$ cat src/rtl/mac_sched.sv
// mac_sched: sequences one 8x8 matrix-vector job onto an 8-row MAC array.
// Define MAC_SCHED_SKEW_EN for systolic skew (row r starts r cycles late).
module mac_sched (
   input  logic       clk,
   input  logic       rst_n,
   input  logic       start,
   output logic       request,
   input  logic       fetch_done,
   input  logic [7:0] A      [0:63],
   input  logic [7:0] B      [0:7],
   output logic [7:0] a_col  [0:7],
   output logic [7:0] b_elem [0:7],
   output logic [7:0] mac_en,
   output logic       mac_clr,
   output logic       busy,
   output logic       done
);

   typedef enum logic [2:0] {
      IDLE,
      FETCH,
      CLR,
      RUN,
      DRAIN,
      DONE
   } state_t;

`ifdef MAC_SCHED_SKEW_EN
   localparam logic [3:0] RUN_LAST = 4'd14;
`else
   localparam logic [3:0] RUN_LAST = 4'd7;
`endif

   state_t     state;
   state_t     state_nxt;
   logic [3:0] t;
   logic [3:0] t_nxt;
   logic       snap_load;
   logic       request_nxt;
   logic       mac_clr_nxt;
   logic       busy_nxt;
   logic       done_nxt;
   logic [7:0] en_nxt;
   logic [7:0] a_nxt  [0:7];
   logic [7:0] b_nxt  [0:7];
   logic [4:0] k_row  [0:7];
   logic [7:0] a_snap [0:63];
   logic [7:0] b_snap [0:7];

   // Every output is registered from the value it must show in the next state.
   always_ff @(posedge clk or negedge rst_n) begin
      if (!rst_n) begin
         state   <= IDLE;
         t       <= '0;
         request <= 1'b0;
         mac_clr <= 1'b0;
         busy    <= 1'b0;
         done    <= 1'b0;
         mac_en  <= '0;
         for (int r = 0; r < 8; r++) begin
            a_col[r]  <= '0;
            b_elem[r] <= '0;
         end
      end else begin
         state   <= state_nxt;
         t       <= t_nxt;
         request <= request_nxt;
         mac_clr <= mac_clr_nxt;
         busy    <= busy_nxt;
         done    <= done_nxt;
         mac_en  <= en_nxt;
         for (int r = 0; r < 8; r++) begin
            a_col[r]  <= a_nxt[r];
            b_elem[r] <= b_nxt[r];
         end
      end
   end

   always_ff @(posedge clk or negedge rst_n) begin
      if (!rst_n) begin
         for (int i = 0; i < 64; i++) a_snap[i] <= '0;
         for (int k = 0; k < 8; k++)  b_snap[k] <= '0;
      end else if (snap_load) begin
         for (int i = 0; i < 64; i++) a_snap[i] <= A[i];
         for (int k = 0; k < 8; k++)  b_snap[k] <= B[k];
      end
   end

   always_comb begin
      state_nxt = state;
      t_nxt     = '0;
      snap_load = 1'b0;
      case (state)
         IDLE:  if (start) state_nxt = FETCH;
         FETCH: begin
            if (fetch_done) begin
               state_nxt = CLR;
               snap_load = 1'b1;
            end
         end
         CLR:   state_nxt = RUN;
         RUN: begin
            if (t == RUN_LAST) state_nxt = DRAIN;
            else               t_nxt     = t + 4'd1;
         end
         DRAIN: state_nxt = DONE;
         DONE:  state_nxt = IDLE;
         default: state_nxt = IDLE;
      endcase
      request_nxt = (state_nxt == FETCH);
      mac_clr_nxt = (state_nxt == CLR);
      done_nxt    = (state_nxt == DONE);
      busy_nxt    = (state_nxt != IDLE);
   end

   // k_row is the element index row r consumes; out-of-range (or wrapped) means idle.
   always_comb begin
      en_nxt = '0;
      for (int r = 0; r < 8; r++) begin
         a_nxt[r] = '0;
         b_nxt[r] = '0;
`ifdef MAC_SCHED_SKEW_EN
         k_row[r] = {1'b0, t_nxt} - 5'(r);
`else
         k_row[r] = {1'b0, t_nxt};
`endif
         if (state_nxt == RUN && k_row[r] < 5'd8) begin
            en_nxt[r] = 1'b1;
            a_nxt[r]  = a_snap[{3'(r), k_row[r][2:0]}];
            b_nxt[r]  = b_snap[k_row[r][2:0]];
         end
      end
   end

endmodule

$ cat config.mk
export PLATFORM = sky130hd
export DESIGN_NAME = mac_sched
export DESIGN_NICKNAME = d
export VERILOG_FILES = /design/src/rtl/mac_sched.sv
export SDC_FILE = /design/constraint.sdc
export NUM_CORES = 2
export LEC_CHECK = 0
export ABC_AREA = 1
export ABC_CLOCK_PERIOD_IN_PS = 4800
export CAP_MARGIN = 25
export CORE_ASPECT_RATIO = 1.75
export CORE_MARGIN = 3
export CORE_UTILIZATION = 35
export DETAILED_ROUTE_END_ITERATION = 10
export HOLD_SLACK_MARGIN = 0.08
export SLEW_MARGIN = 10
export SYNTH_ARGS = -nofsm -noshare
export SYNTH_HDL_FRONTEND = slang
export SYNTH_SLANG_ARGS = --single-unit
$ cat constraint.sdc
create_clock -name clk -period 4.8 [get_ports clk]
set_input_delay 0.96 -clock clk [delete_from_list [all_inputs] [get_ports clk]]
set_output_delay 0.96 -clock clk [all_outputs]
set_load 0.01 [all_outputs]
# ---- Yosys cells after proc, flatten, opt, wreduce, memory -nomap -nowiden
# Cells that the tools add are included.
dict set report classes {
  n_addsub 1
  magnitude_cmp 10
  n_eq_ne 9
  mux 45
  bitwise 9
  reduce_logical 3
}
# operator count
set ops {}
lappend ops {{8-bit binary-select mux with 6-bit select} 8}
lappend ops {{8-bit 2-to-1 mux} 27}
lappend ops {{7-bit >= comparator (second input constant)} 8}
lappend ops {{6-bit NOT with 7-bit output} 4}
lappend ops {{8-bit binary-select mux with 3-bit select} 1}
lappend ops {{3-bit one-hot mux with 5 select lines} 1}
lappend ops {{5-bit NOT with 7-bit output} 2}
lappend ops {{3-bit by 2-bit equality test with 1-bit output (second input constant)} 4}
lappend ops {{3-bit 2-to-1 mux} 3}
lappend ops {{4-bit 2-to-1 mux} 2}
lappend ops {{3-bit NOT with 7-bit output} 1}
lappend ops {{4-bit NOT with 7-bit output} 1}
lappend ops {{3-bit by 1-bit equality test with 1-bit output (second input constant)} 2}
lappend ops {{3-bit equality test (second input constant)} 2}
lappend ops {{4-bit by 1-bit adder with 4-bit output (second input constant)} 1}
lappend ops {{4-bit by 3-bit equality test with 1-bit output (second input constant)} 1}
lappend ops {{4-bit >= comparator (second input constant)} 1}
lappend ops {{4-bit < comparator (second input constant)} 1}
lappend ops {{3-bit NOT with 4-bit output} 1}
lappend ops {{3-bit zero test} 1}
lappend ops {{1-bit 2-to-1 mux} 3}
lappend ops {{3-bit nonzero test} 1}
lappend ops {{1-bit logical AND} 1}
dict set report totals {
  register_bits 660
  inputBits 580
  output_inout_bits 140
}

# ---- Depth between registers and ports, before layout
dict set report logic_depth {
  ltp_word 8
  mapped_depth 11
  depth_no_buf 8
}

# ---- Least setup slack after synthesis
# Ideal clock, no wire load.
dict set report synth_path {
  path_kind {in2reg}
  from {input fetch_done}
  to {register a_snap[504] (netlist name)}
  setup_ps 83
  arrival_ps 1770
  setup_slack_ps 2948
  cell_stages 7
  path_cell_list {nand3_1 inv_2 buf_2 buf_4 buf_2 nand2_1 o21ai_0}
}
dict set report synth_between {
  elab_chain_len 2
}
# element line
set synth_lines {}
lappend synth_lines {{start, declared} 8} ;# input logic fetch_done,
lappend synth_lines {{1-bit 2-to-1 mux} 96} ;# if (fetch_done) begin
lappend synth_lines {{1-bit 2-to-1 mux} 93} ;# case (state)
lappend synth_lines {{end, declared} 47} ;# logic [7:0] a_snap [0:63];
# Every way passes these cells.
# A chain may end at the register's enable or synchronous reset.

==> reports/metrics.cfg <==
[setup_path]
crit_slowest_cell=buf_4
worstPathArrival_ps=3480
cp-start-kind=register
crit_path_end_kind=register
crit_family=buffers and inverters
worstSetupPathType=register to register
cp_max_fo=144
cp.required_ps=5310
cp_cell_sequence=nand2_1, nor2_4, buf_12, buf_4, nand4_1, nand3_1, nand2_1, nor2_1, nor2_1
worst_path_largest_cell_delay_ps=830
critPathBufInv=2
r2r-start=state[1]$_DFF_PN0_
startpoint=state[1]$_DFF_PN0_
r2r_slack_ps=1830

[sta]
worst_pin_slew_ps=1030
period_share=0.619
fin_ws_ps=1830
rsz0062_at_grt=no
finalSetupViolations=0
max_freq_ghz=0.336
fin_skew_ps=26.5
tns_ps=0
hold_viol_final=0
period_minus_slack_ps=2970
slew_headroom=0.311
slew_violations=0

[pwr]
vdd_ir_drop_max_mv=0.497
power_density_mw_per_mm2=678
p_leak_nw=19.6

[route]
vias_per_cell=4.94
routed_wl_um=113000
ant_nets=0
wl_per_cell_um=19.5
routed.top_layer=met5
met3_length_um=8480
wl_met1_um=45700
drc=0
wl_met2_um=54800
firstDrtPassIters=5
via_count=28600
drtIter0Drc=2521

[clocking]
cts_setup_buffers=0
h-tree-depth=3
clockBufferDepth=3
cts_tree=yes
postCtsHoldBufs=0
clk_latency_ps=640
path_clk_slew_ps=70
cts_repair_resize_count=0
cts-root-buf=clkbuf_16
numCtsBuffers=66
cts.sinks=660

[global_route]
grt-ovfl-total=0
grt_max_degree=145
antenna_found_initial=17
grt_pass1_wl_um=171000
grt_pass1_vias=28500
grt_use_total=0.237

[yosys]
synth.ff_latch_count=660
ys_seq_area_frac=0.526
ys.warnings.count=0
syn_area_per_cell_um2=7.71
netlist_area_mm2=0.0314
synth_mux_area_frac=0
synth_top_family_by_area=simple AND/OR/NAND/NOR gates
yosys.cell_types.count=23
synthAdderAreaFrac=0.000398
syn_inst=4077
synth_compound_area_frac=0.0807
yosys.area_share.simple=0.273
synth_xor_area_frac=0.000558
syn_nets=4658

[hold_path]
min_path_type=input port to asynchronous set/reset pin

[outcome]
status=completed

[floorplan]
die_w_um=232
ioPinCount=720
rows=144
die_h_um=402
dieArea_mm2=0.0935
core_area_mm2=0.0885
start_util=0.355

[final_layout]
post-route-util=0.465
syn_to_final_growth_pct=31.0
drive_above_1_share=0.0349
fillers=8786
nNetsFinal=5153

[placed_design]
port_buffers=719
place_congestion=0.852
pre_cts_ws_ps=1440
dp_hpwl_um=74300

[run]
maxCapViolCount=0

-- worst paths after layout --
kind	end	cells after the start
setup reg to reg	a_col[22]$_DFF_PN0_	9
hold reg to reg	a_snap[304]$_DFFE_PN0P_	2
setup / recovery	a_col[22]$_DFF_PN0_	9
hold / removal	a_col[37]$_DFF_PN0_	1
min in group clk	a_snap[304]$_DFFE_PN0P_	2
max in group asynchronous	a_snap[61]$_DFFE_PN0P_	2
-- logic make-up (layout without fill, tap and decap cells) --
family,after synthesis,count (layout)
buffers and inverters,867,1405
flip-flops,660,660
XOR/XNOR,2,2
AND/OR/NAND/NOR,2041,2041
adder cells (fa/ha/maj),1,1
AO/OA/AOI/OAI,506,506
other,0,11
-- area by class of cell --
class	count	area (µm²)	share of cell area
diodes	11	27.5	0.000669
clock buffers	97	1870	0.0454
clock inverters	14	166	0.00404
inverters	515	1960	0.0475
multi-input cells	2550	11200	0.272
flip-flops and latches	660	16500	0.401
well taps	1168	1460	0.0355
repair buffers	779	7950	0.193
-- synth_stat cells --
cell type     n  area, µm²
xor2_1        2       17.5
nor3_1        2       10.0
inv_2         3       11.3
o21ai_0     504       2520
nand4_1     217       1360
ha_1          1       12.5
clkinv_2      1       5.00
buf_1        10       37.5
buf_6        10        113
inv_1       511       1920
and2_1        1       6.26
buf_2       126        631
o21ai_1       1       5.00
clkbuf_1    137        514
nor2_4        1       11.3
o211ai_1      1       7.51
nand2_2       1       6.26
nor2_2        1       6.26
buf_4        69        518
nand2_1    1232       4620
nand3_1     293       1470
dfrtp_1     660      16500
nor2_1      293       1100
-- per-layer routing --
layer,GRT usage,vias to the layer above
met5,0,-
met2,0.395,1137
met3,0.0424,200
li1,-,13700
met4,0.101,10
met1,0.301,13600
-- flip-flops by register name, summed over array words and instances (netlist names) --
name	cells
request	1
state	3
b_elem	8
mac_clr	1
t	4
a_col	64
done	1
a_snap	512
busy	1
b_snap	64
mac_en	1
-- worst register-to-register path: cells and delay by family, from the launching register on --
family	cells	cell delay [ps]
simple gates	7	1000
flops	1	400
buf+inv	2	1460
-- cell usage in the layout (no fill, tap or decap), types with 8 or more instances in the layout --
cell type / instances
nand2_1: 1231
clkdlybuf4s50_1: 718
dfrtp_1: 660
inv_1: 511
o21ai_0: 504
nor2_1: 293
nand3_1: 290
nand4_1: 217
clkbuf_16: 67
buf_4: 36
buf_12: 24
clkbuf_1: 22
diode_2: 11
clkbuf_8: 8
-- report_power, final --
part	total (mW)	leakage (nW)	switching [mW]	internal [mW]
Combinational	13.4	10.6	8.54	4.90
Clock	5.13	0.994	2.26	2.86
Sequential	9.33	8.05	0.967	8.36
-- per-stage QoR --
stage | cell area [µm²] | std cells | power (mW) | hold slack, ps
5_1_grt | 41200 | 5791 | 30.2 | 412
6_report | 41200 | 5794 | 27.9 | 342
2_1_floorplan | 31400 | 4077 | 18.1 | 450
4_1_cts | 41100 | 5783 | 28.1 | 382
3_5_place_dp | 39100 | 5672 | 22.9 | 466
3_3_place_gp | 39100 | 5672 | 22.7 | 463
(Power assumes the default switching activity.)
